[src/rtl/tick_timer.sv]
`default_nettype none
// ============================================================================
//  Module   : tick_timer
//  Brief    : Programmable down-counter advanced by a one-cycle tick from the
//             upstream impulse divider. It counts a loaded number of ticks,
//             then raises a one-cycle expiry pulse and a sticky interrupt.
//             Optional auto-reload turns it into a periodic event source.
//  Revision : 1.0  initial release
// ============================================================================
module tick_timer #(
    parameter int WIDTH = 8
) (
    input  logic             clk,
    input  logic             reset,        // asynchronous, active-low
    input  logic             tick,
    input  logic             start,
    input  logic             stop,
    input  logic             auto_reload,
    input  logic [WIDTH-1:0] load_val,
    input  logic             irq_clr,
    output logic [WIDTH-1:0] count,
    output logic             busy,
    output logic             expired,
    output logic             irq
);

    typedef enum logic [1:0] {
        IDLE = 2'd0,
        RUN  = 2'd1,
        DONE = 2'd2
    } state_t;

    state_t           state;
    logic [WIDTH-1:0] reload;

    // Timer state machine; all outputs are registered alongside the state.
    always_ff @(posedge clk or negedge reset) begin
        if (!reset) begin
            state   <= IDLE;
            count   <= '0;
            reload  <= '0;
            busy    <= 1'b0;
            expired <= 1'b0;
            irq     <= 1'b0;
        end else begin
            // Expiry is a single-cycle pulse unless re-asserted below.
            expired <= 1'b0;

            // Clear first so that a same-edge expiry set overrides it.
            if (irq_clr) begin
                irq <= 1'b0;
            end

            if (stop) begin
                // Abort: count is frozen where it was, no expiry reported.
                state <= IDLE;
                busy  <= 1'b0;
            end else if (start) begin
                // Capture a new period; any tick on this edge is discarded.
                reload <= load_val;
                count  <= load_val;
                if (load_val == '0) begin
                    // Zero period expires immediately; never loop on it.
                    expired <= 1'b1;
                    irq     <= 1'b1;
                    busy    <= 1'b0;
                    state   <= auto_reload ? IDLE : DONE;
                end else begin
                    state <= RUN;
                    busy  <= 1'b1;
                end
            end else begin
                case (state)
                    RUN: begin
                        if (tick) begin
                            if (count > WIDTH'(1)) begin
                                count <= count - WIDTH'(1);
                            end else if (count == WIDTH'(1)) begin
                                expired <= 1'b1;
                                irq     <= 1'b1;
                                if (auto_reload) begin
                                    count <= reload;
                                end else begin
                                    count <= '0;
                                    state <= DONE;
                                    busy  <= 1'b0;
                                end
                            end
                        end
                    end
                    DONE: begin
                        count <= '0;
                    end
                    default: begin
                        // IDLE: hold count, ignore ticks.
                    end
                endcase
            end
        end
    end

endmodule
`default_nettype wire
[config.mk]
export PLATFORM = sky130hd
export DESIGN_NAME = tick_timer
export DESIGN_NICKNAME = d
export VERILOG_FILES = /design/src/rtl/tick_timer.sv
export SDC_FILE = /design/constraint.sdc
export NUM_CORES = 1
export LEC_CHECK = 0
export CELL_PAD_IN_SITES_DETAIL_PLACEMENT = 2
export CELL_PAD_IN_SITES_GLOBAL_PLACEMENT = 2
export CORE_MARGIN = 2
export CORE_UTILIZATION = 29
export CTS_BUF_LIST = sky130_fd_sc_hd__clkbuf_8
export DETAILED_ROUTE_END_ITERATION = 16
export HOLD_SLACK_MARGIN = 0.12
export PLACE_DENSITY_LB_ADDON = 0.1
export SKIP_LAST_GASP = 1
export SYNTH_ARGS = -nofsm -noshare
export SYNTH_HDL_FRONTEND = slang
export SYNTH_SLANG_ARGS = --single-unit
[constraint.sdc]
create_clock -name clk -period 2.1 [get_ports clk]
set_input_delay 0.315 -clock clk [delete_from_list [all_inputs] [get_ports clk]]
set_output_delay 0.315 -clock clk [all_outputs]
set_load 0.1 [all_outputs]
* Word-level counts from Yosys, hierarchy flattened
Index checks and enable logic that the tools add are counted.
** Storage, ports and cells
- Bits in registers :: 21
- Bits in latches :: 0
- Bits in writable memories :: 0
- ROM bits :: 0
- Input port bits :: 15
- Output and inout bits :: 11
- Memories :: 0
** Operators by class
- Add/subtract/negate cells :: 1
- Multipliers :: 0
- Div/mod/pow operators :: 0
- Order comparisons :: 1
- Eq/ne operators :: 7
- Shifts and indexed selects :: 0
- Muxes and demuxes :: 38
- Bitwise logic cells :: 1
- Reductions and logical operators :: 8
** Operators by type and width (number)
- 2-to-1 mux 8 bit :: 5
- 2-to-1 mux 1 bit :: 23
- 2-to-1 mux 2 bit :: 9
- one-hot mux 8 bit (2 select lines) :: 1
- nonzero test 3 bit :: 4
- != test 3 bit (second input constant) :: 3
- equality test 8 x 1 -> 1 bit (second input constant) :: 1
- > comparator 8 x 1 -> 1 bit (second input constant) :: 1
- zero test 8 bit :: 1
- subtractor 8 x 1 -> 8 bit (second input constant) :: 1
- AND reduction 5 bit :: 1
- != test 4 bit (second input constant) :: 1
- AND reduction 4 bit :: 1
- equality test 2 x 1 -> 1 bit (second input constant) :: 1
- equality test 2 bit (second input constant) :: 1
- AND reduction 2 bit :: 1
- NOT 1 bit :: 1

* Longest topological paths before layout
- Word-level depth :: 7
- Gate-level depth with buffers :: 8
- Depth with buffers taken out :: 7

* Worst setup path before layout
Ideal clock, no wire load.
- Path kind :: flip-flop to flip-flop
- Start :: reg count[4]
- End :: reg count[0]
- Library setup time :: 0.118 ns
- Arrival time :: 2.363 ns
- Setup slack :: -0.381 ns
- Stages on the path, launching flop included :: 8
- Path buffers :: 2
- Clock period less this slack :: 2.481 ns
- Cell sequence :: dfrtp_1 -> or4_1 -> buf_6 -> nor3_4 -> buf_6 -> nand2_2 -> a32o_1 -> a21o_1
** Between the ends
- Longest elaborated chain between the ends :: 5
** Ends and longest elaborated chain
- start, declared :: line 21 : output logic [WIDTH-1:0] count,
- start signal, assigned :: line 61 : count <= load_val;
- start signal, assigned :: line 77 : count <= count - WIDTH'(1);
- start signal, assigned :: line 82 : count <= reload;
- > comparator 8 x 1 -> 1 bit :: line 76 : if (count > WIDTH'(1)) begin
- 2-to-1 mux 8 bit :: line 76
- 2-to-1 mux 8 bit :: line 75 : if (tick) begin
- one-hot mux 8 bit (2 select lines) :: line 73 : case (state)
- 2-to-1 mux 8 bit :: line 58 : end else if (start) begin
Several ways; a longest one is shown, not always the timed one. The select of a mux whose other input is x is not followed.
A chain may end at the register's enable or synchronous reset.

* Final worst setup path
- Start :: reg count[4]
- End :: reg count[4]
** Between the ends
- Longest elaborated chain between the ends :: 5
** Ends and longest elaborated chain (line)
- subtractor 8 x 1 -> 8 bit or > comparator 8 x 1 -> 1 bit (tied branches) :: 77, 76
- 2-to-1 mux 8 bit :: 76
- 2-to-1 mux 8 bit :: 75
- one-hot mux 8 bit (2 select lines) :: 73
- 2-to-1 mux 8 bit :: 58
Several ways; a longest one is shown, not always the timed one. The select of a mux whose other input is x is not followed.

==> impl_results.rst <==
.. list-table::
   :header-rows: 1

   * - Metric
     - Value
   * - Relative slew slack
     - 73.2%
   * - Number of buffers created by CTS
     - 3
   * - Result of the run
     - finished clean
   * - Non-filler instance count after layout
     - 223
   * - Placement row count
     - 23
   * - Ranking of synthesized cells by area
     - sky130_fd_sc_hd__dfrtp_1 41%, sky130_fd_sc_hd__mux2_2 7.3%, sky130_fd_sc_hd__nand2_1 4.6%
   * - Post-placement cell area
     - 0.00164 mm^2
   * - Chip Height
     - 69.1 um
   * - Worst path required time
     - 2250 ps
   * - Total of buffers placed on input and output ports
     - 25
   * - Fin crit period
     - 2070 ps
   * - Share of post-route cells with drive strength above 1
     - 37.0%
   * - Total number of clock tree sinks
     - 20
   * - Main combinational cell family by area after synthesis
     - compound AO/OA/AOI/OAI gates
   * - Slew @ Worst Pin
     - 399 ps
   * - Clock buffer depth
     - 2
   * - Number of enable-type register cells in the synthesized netlist
     - 0
   * - Worst path cell trace
     - or4_4 > o41ai_4 > a21oi_4 > buf_12 > a22o_1
   * - Max Fclk
     - 482 MHz
   * - Overall track demand over capacity in global routing
     - 18.1%
   * - Die area
     - 0.00478 mm^2
   * - Average wire length per cell after detail routing
     - 19.0 um
   * - Antenna Cells
     - 0
   * - Number of nets in the finished design
     - 191
   * - Relative contribution of the clock network to total power
     - 17.6%
   * - IR drop worst, VDD
     - 0.369 mV
   * - Count of buffering cells on the critical path with inverters included
     - 1
   * - Design internal power
     - 815 uW
   * - Count of nets left with antenna violations after detail routing
     - 0
   * - Core footprint
     - 0.00403 mm^2
   * - Share of power burned in combinational logic
     - 49.0%
   * - RSZ-0062 raised after global routing
     - yes
   * - Setup TNS
     - 0 ps
   * - Commonest cells after routing, fill and taps aside
     - 29 x sky130_fd_sc_hd__buf_4, 15 x sky130_fd_sc_hd__nand2_1, 14 x sky130_fd_sc_hd__clkdlybuf4s50_1, 11 x sky130_fd_sc_hd__dfrtp_1, 9 x sky130_fd_sc_hd__nor2_1
   * - Yosys top cell by area
     - sky130_fd_sc_hd__dfrtp_1
   * - First-pass GRT wire length
     - 6840 um
   * - Part of the Yosys area used for sequential elements
     - 40.7%
   * - # Max-Cap Violations
     - 0
   * - Static leakage
     - 0.000724 uW
   * - Routed via count
     - 1188
   * - CTS H-Tree Depth
     - 1
   * - Number of cells produced by synthesis
     - 130
   * - Initial core utilization
     - 30.5%
   * - Number of global-route vias before repair
     - 1347
   * - Quantity of hold-fixing buffers added after cts
     - 0
   * - Minimum setup slack after placement
     - 30.9 ps
   * - Post-route clock skew
     - 3.40 ps
   * - Number of unique standard cell types used by synthesis
     - 36
   * - Area growth syn-to-layout
     - 41.2%
   * - Power per unit of standard cell area
     - 859 mW/mm^2
   * - Detailed Route Iter0 Violations
     - 35
   * - Min setup slack post-route
     - 26.8 ps
   * - Start-to-end type of the worst setup path
     - reg -> reg
   * - Number of warnings issued by yosys
     - 0
   * - Clk Latency, worst-skew pair
     - 260 ps
   * - DRT Wirelength
     - 4230 um
   * - Max stage delay on crit path
     - 590 ps
   * - Post-Synth Simple-Gate Area
     - 20.1%
   * - Category of the worst setup path launch point
     - flip-flop
   * - Number of register bits inferred by synthesis
     - 20
   * - Kind of cell adding the most delay to the critical path
     - compound AO/OA/AOI/OAI gates
   * - Residual DRC count
     - 0
   * - Commonest non-fill, non-tap cell in the layout
     - sky130_fd_sc_hd__buf_4
   * - Period utilisation layout
     - 98.7%
   * - Placer's final routability congestion estimate
     - 0.894
   * - Most frequently used flop master after synthesis
     - sky130_fd_sc_hd__dfrtp_1
   * - Number of iterations in the first detailed-routing pass
     - 4
   * - Area of all placed cells without fillers
     - 0.00174 mm^2
   * - Reported net switching power
     - 677 uW
   * - Kind of end point of the critical path
     - flip-flop
   * - Top cell type's share of synthesized area
     - 40.7%
   * - Synth Area in Compound Gates
     - 23.0%
   * - Biggest fanout along the worst timing path
     - 6
   * - Share of synthesized cell area in full adder, half adder and majority cells
     - 2.03%
   * - Net count after synthesis
     - 147
   * - Count of endpoints failing setup in the final report
     - 0
   * - Routed via count divided by cell count
     - 5.33
   * - XOR/XNOR Fraction of Synth Area
     - 0.712%
   * - IO Count
     - 26
   * - Sequential Power Share
     - 33.3%
   * - Mapped cell area
     - 0.00123 mm^2
   * - Pin count of the biggest net entering global routing
     - 21
   * - Mux share of post-synthesis cell area
     - 7.32%
   * - Residual overflow from global routing
     - 0
   * - Die Span X
     - 69.1 um
   * - Asr flop ratio synth
     - 100%
   * - Class of the tightest hold or removal check
     - in -> async
   * - Critical-path cell with the highest stage delay
     - sky130_fd_sc_hd__or4_4
   * - CTS tree
     - built
   * - Final hold violation count
     - 0
   * - Clk slew on worst S/H paths
     - 80 ps
   * - Cell at the root of the clock tree
     - sky130_fd_sc_hd__clkbuf_8
   * - Arrival time at the worst endpoint
     - 2230 ps
   * - Total instance count after detailed placement
     - 217
   * - Synthesized area divided by synthesized cell count
     - 9.46 um^2
   * - Number of antenna violations at the first check in global routing
     - 0
   * - Max-slew violation count
     - 0
   * - Estimated wirelength of the detail-placed design
     - 3240 um
   * - Switch share
     - 45.4%
per-stage QoR:
step | hold WS (ps) | total power (uW) | util [%]
detailed placement | 502 | 1220 | 40.7
global placement | 495 | 1200 | 40.7
finish | 396 | 1490 | 43.1
CTS | 403 | 1490 | 41.9
floorplan | 19.4 | 975 | -
global route | 427 | 1570 | 43.1
power groups by stage:
stage          logic [uW]  clock network [uW]  registers (uW)
6_report              732                 263             497
3_5_place_dp          713                   0             505
4_1_cts               716                 276             497
3_3_place_gp          699                   0             501
2_1_floorplan         213                   0             761
5_1_grt               777                 289             507
sequential cells by signal, summed over array words and instances (netlist names):
name	flops
reload	8
busy	1
state	1
expired	1
irq	1
count	8
final timing paths:
check,startpoint,cells after the start,to,slack (ps)
max in group asynchronous,reset,2,count[5],1460
setup reg to reg,count[4],5,count[4],30
hold reg to reg,reload[5],1,reload[5],510
hold / removal,reset,2,count[4],400
setup / recovery,count[4],5,count[4],30
min in group clk,reload[5],1,reload[5],510
cell families after synthesis:
kind of cell,after synthesis
multiplexers,8
flip-flops,20
AO/OA/AOI/OAI,38
adder cells (fa/ha/maj),2
AND/OR/NAND/NOR,47
XOR/XNOR,1
buffers and inverters,14
repair_timing:
action / CTS / global route
hold endpoints to repair: 0 / 0
resized for setup: 0 / 8
setup buffers: 0 / 2
setup endpoints to repair: 0 / 8
synth_stat cells, types with 2 or more instances:
master,n
sky130_fd_sc_hd__a21o_1,2
sky130_fd_sc_hd__dfrtp_1,20
sky130_fd_sc_hd__or2_2,2
sky130_fd_sc_hd__nand4_1,2
sky130_fd_sc_hd__inv_1,7
sky130_fd_sc_hd__buf_6,3
sky130_fd_sc_hd__a21oi_1,7
sky130_fd_sc_hd__a22o_1,2
sky130_fd_sc_hd__o31ai_1,3
sky130_fd_sc_hd__nor4_1,4
sky130_fd_sc_hd__ha_1,2
sky130_fd_sc_hd__mux2_2,8
sky130_fd_sc_hd__o21ai_0,8
sky130_fd_sc_hd__a32o_1,2
sky130_fd_sc_hd__clkbuf_1,4
sky130_fd_sc_hd__nand2_1,15
sky130_fd_sc_hd__or4_1,4
sky130_fd_sc_hd__and3_1,2
sky130_fd_sc_hd__a31oi_1,6
sky130_fd_sc_hd__nor2_1,11
final cells by class:
| cell class | count | area (um^2) |
|---|---|---|
| timing repair buffer | 46 | 400 |
| clock inverter | 1 | 3.75 |
| fill | 447 | 2290 |
| multi-input combinational | 96 | 686 |
| sequential | 20 | 517 |
| inverter | 7 | 26.3 |
| clock buffer | 3 | 41.3 |
| tap | 50 | 62.6 |
routing by layer:
layer | global-route usage, % | wire (um) | share of wire (%)
met5 | 0 | 0 | 0
met4 | 3.92 | 21 | 0.50
met3 | 2.78 | 132 | 3.1
met2 | 31.3 | 2110 | 50
met1 | 23.7 | 1970 | 46
Note: power is estimated with default switching activity, not from simulation.
